--- config.mk ---
export PLATFORM = sky130hd
export DESIGN_NAME = fp_cmp_arbiter
export DESIGN_NICKNAME = d
export VERILOG_FILES = /design/src/rtl/fp_cmp_arbiter.sv
export SDC_FILE = /design/constraint.sdc
export NUM_CORES = 1
export LEC_CHECK = 0
export ABC_AREA = 0
export BUFFER_PORTS_ARGS = -buffer_cell sky130_fd_sc_hd__buf_4
export CAP_MARGIN = 0
export CORE_MARGIN = 3
export CORE_UTILIZATION = 50
export DETAILED_ROUTE_END_ITERATION = 10
export MAX_ROUTING_LAYER = met4
export PLACE_DENSITY = 0.79
export RECOVER_POWER = 50
export SYNTH_ARGS = -nofsm -noshare
export SYNTH_HDL_FRONTEND = slang
export SYNTH_SLANG_ARGS = --single-unit
--- constraint.sdc ---
create_clock -name clk -period 2.6 [get_ports clk]
set_input_delay 0.39 -clock clk [delete_from_list [all_inputs] [get_ports clk]]
set_output_delay 0.39 -clock clk [all_outputs]
set_load 0.01 [all_outputs]
--- src/rtl/fp_cmp_arbiter.sv ---
`default_nettype none
// ============================================================================
// Module      : fp_cmp_arbiter (with helper fp_cmp_unit)
// Description : Two-requester round-robin front end for a single IEEE-754
//               single-precision compare unit.
//               Supported ops:
//                 - FLE, FLT and FEQ.
//                 - FMIN and FMAX, only when the macro FP_CMP_MINMAX_EN is
//                   defined. Without it, ops 100/101 are reserved.
//               Each request goes through IDLE -> WAIT (LAT cycles) -> RESP,
//               and the response is held until the consumer takes it.
//               A sticky NV flag collects invalid-operation events.
// Parameters  : LAT  compare settle cycles, legal range 1..4
// Ports       : clk, rst (async, active-high)
//               req0_*/req1_* : valid/ready, a, b (32b), op (3b)
//               rsp_valid/rsp_ready, rsp_id, rsp_data (32b), rsp_nv
//               fflags_nv (sticky NV), clr_nv (clear sticky NV)
// Config      : `define FP_CMP_MINMAX_EN enables FMIN/FMAX
// Revision    : 1.0 - initial release
// ============================================================================

// ----------------------------------------------------------------------------
// fp_cmp_unit: combinational single-precision comparator.
//   rm 00 = LE, 01 = LT, 10 = EQ, 11 = no result.
//   LE/LT are signaling compares (any NaN raises invalid).
//   EQ is quiet (only sNaN raises invalid).
//   Any NaN forces s = 0.
// ----------------------------------------------------------------------------
module fp_cmp_unit (
    input  logic [31:0] a,
    input  logic [31:0] b,
    input  logic [1:0]  rm,
    output logic        s,
    output logic        invalid
);
    logic w_a_nan;
    logic w_b_nan;
    logic w_any_nan;
    logic w_any_snan;
    logic w_both_zero;
    logic w_eq;
    logic w_lt;

    assign w_a_nan     = (&a[30:23]) && (|a[22:0]);
    assign w_b_nan     = (&b[30:23]) && (|b[22:0]);
    assign w_any_nan   = w_a_nan || w_b_nan;
    assign w_any_snan  = (w_a_nan && !a[22]) || (w_b_nan && !b[22]);
    assign w_both_zero = (~|a[30:0]) && (~|b[30:0]);

    // +0 and -0 compare equal
    assign w_eq = !w_any_nan && ((a == b) || w_both_zero);

    // Sign-magnitude ordering; negative magnitudes order in reverse
    always_comb begin
        w_lt = 1'b0;
        if (w_any_nan) begin
            w_lt = 1'b0;
        end else if (a[31] != b[31]) begin
            w_lt = a[31] && !w_both_zero;
        end else if (!a[31]) begin
            w_lt = (a[30:0] < b[30:0]);
        end else begin
            w_lt = (b[30:0] < a[30:0]);
        end
    end

    always_comb begin
        s       = 1'b0;
        invalid = 1'b0;
        case (rm)
            2'b00: begin
                s       = w_lt || w_eq;
                invalid = w_any_nan;
            end
            2'b01: begin
                s       = w_lt;
                invalid = w_any_nan;
            end
            2'b10: begin
                s       = w_eq;
                invalid = w_any_snan;
            end
            default: begin
                s       = 1'b0;
                invalid = 1'b0;
            end
        endcase
    end
endmodule

// ----------------------------------------------------------------------------
// fp_cmp_arbiter: top level
// ----------------------------------------------------------------------------
module fp_cmp_arbiter #(
    parameter int LAT = 1
) (
    input  logic        clk,
    input  logic        rst,
    input  logic        req0_valid,
    output logic        req0_ready,
    input  logic [31:0] req0_a,
    input  logic [31:0] req0_b,
    input  logic [2:0]  req0_op,
    input  logic        req1_valid,
    output logic        req1_ready,
    input  logic [31:0] req1_a,
    input  logic [31:0] req1_b,
    input  logic [2:0]  req1_op,
    output logic        rsp_valid,
    input  logic        rsp_ready,
    output logic        rsp_id,
    output logic [31:0] rsp_data,
    output logic        rsp_nv,
    output logic        fflags_nv,
    input  logic        clr_nv
);
    typedef enum logic [1:0] {
        S_IDLE = 2'd0,
        S_WAIT = 2'd1,
        S_RESP = 2'd2
    } state_t;

    // Two bits cover the LAT-1 range 0..3
    localparam logic [1:0] c_cnt_init = 2'(LAT - 1);

    state_t      r_state;
    state_t      w_state_nxt;
    logic [1:0]  r_cnt;
    logic [31:0] r_a;
    logic [31:0] r_b;
    logic [2:0]  r_op;
    logic        r_id;
    logic        r_last_id;

    logic        w_any_valid;
    logic        w_grant_id;
    logic        w_accept;
    logic [1:0]  w_rm;
    logic        w_cmp_s;
    logic        w_cmp_invalid;
    logic [31:0] w_res_data;
    logic        w_res_nv;

    // Round-robin only matters on a tie; a lone requester always wins
    assign w_any_valid = req0_valid || req1_valid;
    assign w_grant_id  = (req0_valid && req1_valid) ? ~r_last_id : req1_valid;

    // ------------------------------------------------------------------
    // FSM state register
    // ------------------------------------------------------------------
    always_ff @(posedge clk or posedge rst) begin
        if (rst) begin
            r_state <= S_IDLE;
        end else begin
            r_state <= w_state_nxt;
        end
    end

    // ------------------------------------------------------------------
    // FSM next state and handshake outputs.
    // Ready is gated by rst so nothing is offered while reset is held.
    // ------------------------------------------------------------------
    always_comb begin
        w_state_nxt = r_state;
        req0_ready  = 1'b0;
        req1_ready  = 1'b0;
        w_accept    = 1'b0;
        case (r_state)
            S_IDLE: begin
                if (w_any_valid && !rst) begin
                    req0_ready  = !w_grant_id;
                    req1_ready  = w_grant_id;
                    w_accept    = 1'b1;
                    w_state_nxt = S_WAIT;
                end
            end
            S_WAIT: begin
                if (r_cnt == 2'd0) begin
                    w_state_nxt = S_RESP;
                end
            end
            S_RESP: begin
                if (rsp_ready) begin
                    w_state_nxt = S_IDLE;
                end
            end
            default: begin
                w_state_nxt = S_IDLE;
            end
        endcase
    end

    assign rsp_valid = (r_state == S_RESP);

    // ------------------------------------------------------------------
    // Compare unit, fed from the latched operands.
    // Min/max reuse the LT relation.
    // ------------------------------------------------------------------
    assign w_rm = r_op[2] ? 2'b01 : r_op[1:0];

    fp_cmp_unit u_cmp (
        .a       (r_a),
        .b       (r_b),
        .rm      (w_rm),
        .s       (w_cmp_s),
        .invalid (w_cmp_invalid)
    );

`ifdef FP_CMP_MINMAX_EN
    logic w_a_nan;
    logic w_b_nan;
    logic w_a_snan;
    logic w_b_snan;
    logic w_both_zero;

    assign w_a_nan     = (&r_a[30:23]) && (|r_a[22:0]);
    assign w_b_nan     = (&r_b[30:23]) && (|r_b[22:0]);
    assign w_a_snan    = w_a_nan && !r_a[22];
    assign w_b_snan    = w_b_nan && !r_b[22];
    assign w_both_zero = (~|r_a[30:0]) && (~|r_b[30:0]);
`endif

    always_comb begin
        w_res_data = 32'h0000_0000;
        w_res_nv   = 1'b0;
        case (r_op)
            3'b000, 3'b001, 3'b010: begin
                w_res_data = {31'b0, w_cmp_s};
                w_res_nv   = w_cmp_invalid;
            end
`ifdef FP_CMP_MINMAX_EN
            3'b100, 3'b101: begin
                w_res_nv = w_a_snan || w_b_snan;
                if (w_a_nan && w_b_nan) begin
                    w_res_data = 32'h7FC0_0000;
                end else if (w_a_nan) begin
                    w_res_data = r_b;
                end else if (w_b_nan) begin
                    w_res_data = r_a;
                end else if (w_both_zero) begin
                    // Signed zeros: min prefers -0, max prefers +0
                    w_res_data = r_op[0] ? {r_a[31] & r_b[31], 31'b0}
                                         : {r_a[31] | r_b[31], 31'b0};
                end else begin
                    // op[0] = 0 is FMIN (take a when a<b), 1 is FMAX
                    w_res_data = (w_cmp_s ^ r_op[0]) ? r_a : r_b;
                end
            end
`endif
            default: begin
                w_res_data = 32'h0000_0000;
                w_res_nv   = 1'b0;
            end
        endcase
    end

    // ------------------------------------------------------------------
    // Datapath: operand latch, settle counter, response hold, sticky NV
    // ------------------------------------------------------------------
    always_ff @(posedge clk or posedge rst) begin
        if (rst) begin
            r_cnt     <= 2'd0;
            r_a       <= 32'h0000_0000;
            r_b       <= 32'h0000_0000;
            r_op      <= 3'b000;
            r_id      <= 1'b0;
            r_last_id <= 1'b1;
            rsp_id    <= 1'b0;
            rsp_data  <= 32'h0000_0000;
            rsp_nv    <= 1'b0;
            fflags_nv <= 1'b0;
        end else begin
            if (w_accept) begin
                r_a       <= w_grant_id ? req1_a  : req0_a;
                r_b       <= w_grant_id ? req1_b  : req0_b;
                r_op      <= w_grant_id ? req1_op : req0_op;
                r_id      <= w_grant_id;
                r_last_id <= w_grant_id;
                r_cnt     <= c_cnt_init;
            end

            if (r_state == S_WAIT) begin
                if (r_cnt != 2'd0) begin
                    r_cnt <= r_cnt - 2'd1;
                end else begin
                    rsp_data <= w_res_data;
                    rsp_nv   <= w_res_nv;
                    rsp_id   <= r_id;
                end
            end

            // Set has priority over a coincident clear
            if (rsp_valid && rsp_ready && rsp_nv) begin
                fflags_nv <= 1'b1;
            end else if (clr_nv) begin
                fflags_nv <= 1'b0;
            end
        end
    end
endmodule
`default_nettype wire

Word-level counts from Yosys, hierarchy flattened
Index checks and enable logic that the tools add are counted.
- output and inout bits: 38
- input port bits: 140
- bits in registers: 108
- mux-type cells: 27
- $add $sub $neg: 1
- equal/unequal tests: 11
- reductions and logical operators: 40
- bitwise logic cells: 2
- magnitude comparators: 2
- operators with widths (cell ; number):
    two-way mux 32 bit ; 2
    < comparator 31 bit ; 2
    OR reduction 31 bit ; 2
    OR reduction 23 bit ; 2
    == test 32 bit ; 1
    AND reduction 8 bit ; 2
    two-way mux 1 bit ; 14
    two-way mux 2 bit ; 7
    logical AND 1 bit ; 11
    zero test 1 bit ; 8
    zero test 2 bit ; 3
    one-hot mux 2 bit (3 select lines) ; 1
    logical OR 1 bit ; 5
    == test 2 x 1 -> 1 bit, second input constant ; 2
    == test 2 bit, second input constant ; 2
    != test 2 bit, second input constant ; 2
    nonzero test 2 bit ; 2
    == test 3 x 1 -> 1 bit, second input constant ; 1
    == test 3 x 2 -> 1 bit, second input constant ; 1
    zero test 3 bit ; 1
    two-way mux 3 bit ; 1
    one-hot mux 1 bit (3 select lines) ; 1
    AND reduction 3 bit ; 1
    OR reduction 3 bit ; 1
    7 further kinds ; 8

Depth between registers and ports, before layout
- word-level depth: 10
- depth in mapped cells: 9

Cells and area by module
From an unflattened synthesis, not the netlist that was laid out.
- cells, all modules: 539
- area total of the unflattened synthesis: 5136.2 um^2
- by module, submodules not included (module ; sequential area each (um^2) ; cells each ; times used ; area an instance (um^2)):
    fp_cmp_arbiter ; 1928.1 ; 383 ; 1 ; 4072.7
    fp_cmp_unit ; 0.0 ; 156 ; 1 ; 1063.5

Least setup slack after synthesis
Ideal clock, no wire load.
- kind: register -> register
- start: reg r_a[8]
- end: reg rsp_data[0]
- stages on the path, launching flop included: 9
- data required time: 2.496 ns
- period minus slack after synthesis: 2.187 ns
- buffers on the path: 0
- path slack: 0.413 ns
- arrival time: 2.083 ns
- path through: dfrtp_1 -> ha_1 -> a21oi_2 -> o21ai_1 -> a221oi_2 -> a21boi_1 -> or4_1 -> and3_1 -> o41ai_2
- longest elaborated chain between the ends: 10
- elaborated cells between the ends (all ways): 20
- RTL lines (what ; line ; text):
    start, declared ; 129 ; logic [31:0] r_a;
    start signal, assigned ; 274 ; r_a <= w_grant_id ? req1_a : req0_a;
    parallel branches: the longest is 8 deep, another holds < comparator 31 bit ; -- ;
    one-hot mux 1 bit (3 select lines) (*) ; 70 ; case (rm)
    two-way mux 1 bit (*) ; 226 ; case (r_op)
    end signal, assigned ; 286 ; rsp_data <= w_res_data;
    end, declared ; 112 ; output logic [31:0] rsp_data,
Every way passes the cells marked *.
A chain may end at the register's enable or synchronous reset.

Final worst setup path
- start: reg r_a[4]
- end: reg rsp_data[0]
The elaborated chain is that of the path after synthesis.

==> metrics.md <==
| Metric | Value |
|---|---|
| Run status | `complete, but fails checks` |
| Violated checks | `capacitance limit, slew limit` |
| Via count of the first global-routing pass | `3915` |
| Vias per Instance | `5.189` |
| Most common cell after layout, fill and taps aside | `sky130_fd_sc_hd__buf_4` |
| Register area | `1928 um^2` |
| Fmax achieved | `421.1 MHz` |
| Actual transition at the worst max-transition pin | `1.782 ns` |
| Yosys warns | `0` |
| Placer's final routability congestion estimate | `0.8819` |
| Clock-pin slew of the registers on the worst-case setup and hold paths | `0.08 ns` |
| CTS Buf Count | `9` |
| Synth area leader | `sky130_fd_sc_hd__dfrtp_1` |
| #FFs+latches synth | `77` |
| Leak pwr | `3.074 nW` |
| Final HPWL from detailed placement | `9114 um` |
| Category of the worst setup path launch point | `register` |
| Worst EP arrival | `2.62 ns` |
| Post-synthesis cell type count | `48` |
| Post-synthesis instance area | `4735 um^2` |
| Pin count of the biggest net entering global routing | `76` |
| Final design area excluding fillers | `6041 um^2` |
| CTS tree | `built` |
| Multi-input gate area | `2487 um^2` |
| All-layer global routing usage | `22.28%` |
| Length of the first detailed-routing pass in iterations | `4` |
| Min-Delay Path Depth | `2` |
| Prevailing post-synth register cell | `sky130_fd_sc_hd__dfrtp_1` |
| Wirelength per Cell | `14.51 um` |
| Count of boundary I/O pins | `178` |
| Area after detailed placement | `5863 um^2` |
| Full die area | `10670 um^2` |
| Asr flop ratio synth | `100.0%` |
| Starting density of the core | `52.75%` |
| Number of rows in the core area | `34` |
| Register area share after synthesis | `40.72%` |
| Gate Count Post-Synth | `512` |
| Number of antenna diodes | `0` |
| Total Routed Length | `11370 um` |
| Buffers plus inverters on the worst setup path | `0` |
| Syn Area/Cell | `9.247 um^2` |
| Via Count | `4063` |
| Post-CTS Hold Fix Bufs | `0` |
| Number of buffer cells added on primary ports | `146` |
| Share of layout cells above drive strength 1 | `26.64%` |
| Final worst path period share | `91.34%` |
| Clock Tree Root | `sky130_fd_sc_hd__clkbuf_8` |
| Max-slew headroom at the worst pin | `-19.45%` |
| Max capacitance violation total | `1` |
| Initial antenna violation count | `0` |
| Leading post-synthesis cells by cell area | `sky130_fd_sc_hd__dfrtp_1, sky130_fd_sc_hd__mux2i_1, sky130_fd_sc_hd__ha_1, sky130_fd_sc_hd__o21ai_0, sky130_fd_sc_hd__nand2_1` |
| Data required time at the worst endpoint | `2.84 ns` |
| Count of nets left with antenna violations after detail routing | `0` |
| Fin crit period | `2.375 ns` |
| Most used cells in the layout excluding fill and tap cells | `sky130_fd_sc_hd__buf_4, sky130_fd_sc_hd__nand2_1, sky130_fd_sc_hd__dfrtp_1` |
| Chip width | `103.3 um` |
| First DRT Iteration DRCs | `226` |
| Syn-to-layout area delta | `27.59%` |
| Core area | `8976 um^2` |
| Worst-skew pair later-pin latency | `0.35 ns` |
| Maximum net fanout on the critical path | `3` |
| Total grt overflow | `0` |
| Global-route wire length before repair | `18050 um` |
| Post-Place Worst Slack | `0.2356 ns` |
| Setup TNS | `0 ns` |
| Worst clock skew | `0.01319 ns` |
| Crit Path Class | `reg -> reg` |
| Pins over their slew limit | `40` |
| Critical-path cell list | `ha_1, a211oi_2, nor2_1, o31ai_1, a21boi_1, or4_1, and3_1, o41ai_2` |
| Cell with the biggest individual delay on the critical path | `sky130_fd_sc_hd__or4_1` |
| Final net count | `823` |
| Slowest stage delay, CP | `0.50 ns` |
| WP depth | `8` |
| Buffer count from post-CTS setup fixing | `0` |
| Final worst setup slack | `0.2252 ns` |
| Setup repair after global routing missed its margin | `false` |
| Number of DRC violations after detailed routing | `0` |
| Count of H-tree levels built during CTS | `3` |
| Final count of hold timing violations | `0` |
| EDFF count, synth | `0` |
| Sink Count | `77` |
| Height of the die | `103.3 um` |
| Depth of the worst register-to-register path | `8` |
| Clock Tree Buf Depth | `2` |
| Cell area power density | `875.9 nW/um^2` |
| Largest voltage drop on the vdd net | `422.3 uV` |
| Class of the worst hold path | `in -> reg` |
| Delay-heaviest family, CP | `compound AO/OA/AOI/OAI gates` |
| Count of cells resized by post-cts repair | `0` |
| Setup crit end kind | `register` |
| Final count of negative-setup-slack endpoints | `0` |
| Area share of the leading cell type in the synthesized netlist | `40.17%` |
| Filler cells | `707` |
-- cell usage after synthesis, drive strengths merged (2+ instances only) --
library cell	count
or3	2
a221oi	2
buf	38
a31oi	2
nor4	14
clkbuf	16
ha	31
inv	34
dfrtp	76
a21boi	2
o21ai	75
nand3	7
nand2	78
a21o	2
nand4	10
nor3	5
mux2i	67
nor2	9
a211oi	2
and4	4
a21oi	12
nand2b	5
-- registers in the layout, summed over array words and instances (netlist names), 2 cells and up --
register,count
r_op,3
r_a,32
r_cnt,2
r_b,32
r_state,2
-- power by group --
group          internal, mW  total (mW)  switching (mW)
Sequential             1.70        2.23           0.529
Combinational          1.03        2.18            1.15
Clock                 0.442       0.881           0.439
-- final timing paths --
| path | from | endpoint | slack, ns |
|---|---|---|---|
| worst max-delay path | r_a[4] | rsp_data[0] | 0.23 |
| worst min-delay path | clr_nv | fflags_nv | 0.23 |
| worst max register to register | r_a[4] | rsp_data[0] | 0.23 |
| worst min register to register | r_id | r_id | 0.49 |
| max in group asynchronous | rst | r_a[17] | 0.61 |
| min in group asynchronous | rst | rsp_id | 0.48 |
-- logic make-up (layout without fill, tap and decap cells) --
family / count (synthesis) / in the layout / share of synthesized area [%]
AOI/OAI and AO/OA: 106 / 106 / 12.84
adders and majority gates: 31 / 31 / 8.192
buffers and inverters: 88 / 203 / 9.593
DFF: 77 / 77 / 40.72
muxes: 68 / 68 / 14.40
other: 1 / 31 / 0.07921
and+or+nand+nor: 141 / 141 / 14.17
-- metal layers --
| layer | GRT usage [%] | vias up | wire, um |
|---|---|---|---|
| met2 | 35.82 | 146 | 5440 |
| met5 | - | - | 0 |
| met4 | 5.976 | 0 | 159 |
| met1 | 29.44 | 1890 | 4984 |
| met3 | 3.689 | 15 | 781 |
| li1 | - | 2012 | - |
-- cell type report --
class                           count  area share (%)
Multi-Input combinational cell    377           41.18
Sequential cell                    77           31.92
Timing Repair Buffer              153           18.99
Tap cell                          126           2.610
Inverter                           34           2.133
Clock buffer                       10           2.113
Clock inverter                      6           1.056
-- per-stage QoR --
step	hold WS [ns]	utilization [%]	std cells	power, mW
floorplan	0.4458	-	542	3.674
global placement	0.4573	65.32	767	4.272
detailed placement	0.4836	65.32	767	4.431
CTS	0.1510	67.45	783	5.323
global route	0.2284	67.30	783	5.780
finish	0.2274	67.30	783	5.291
No activity file was read; power rests on OpenSTA's default activity.
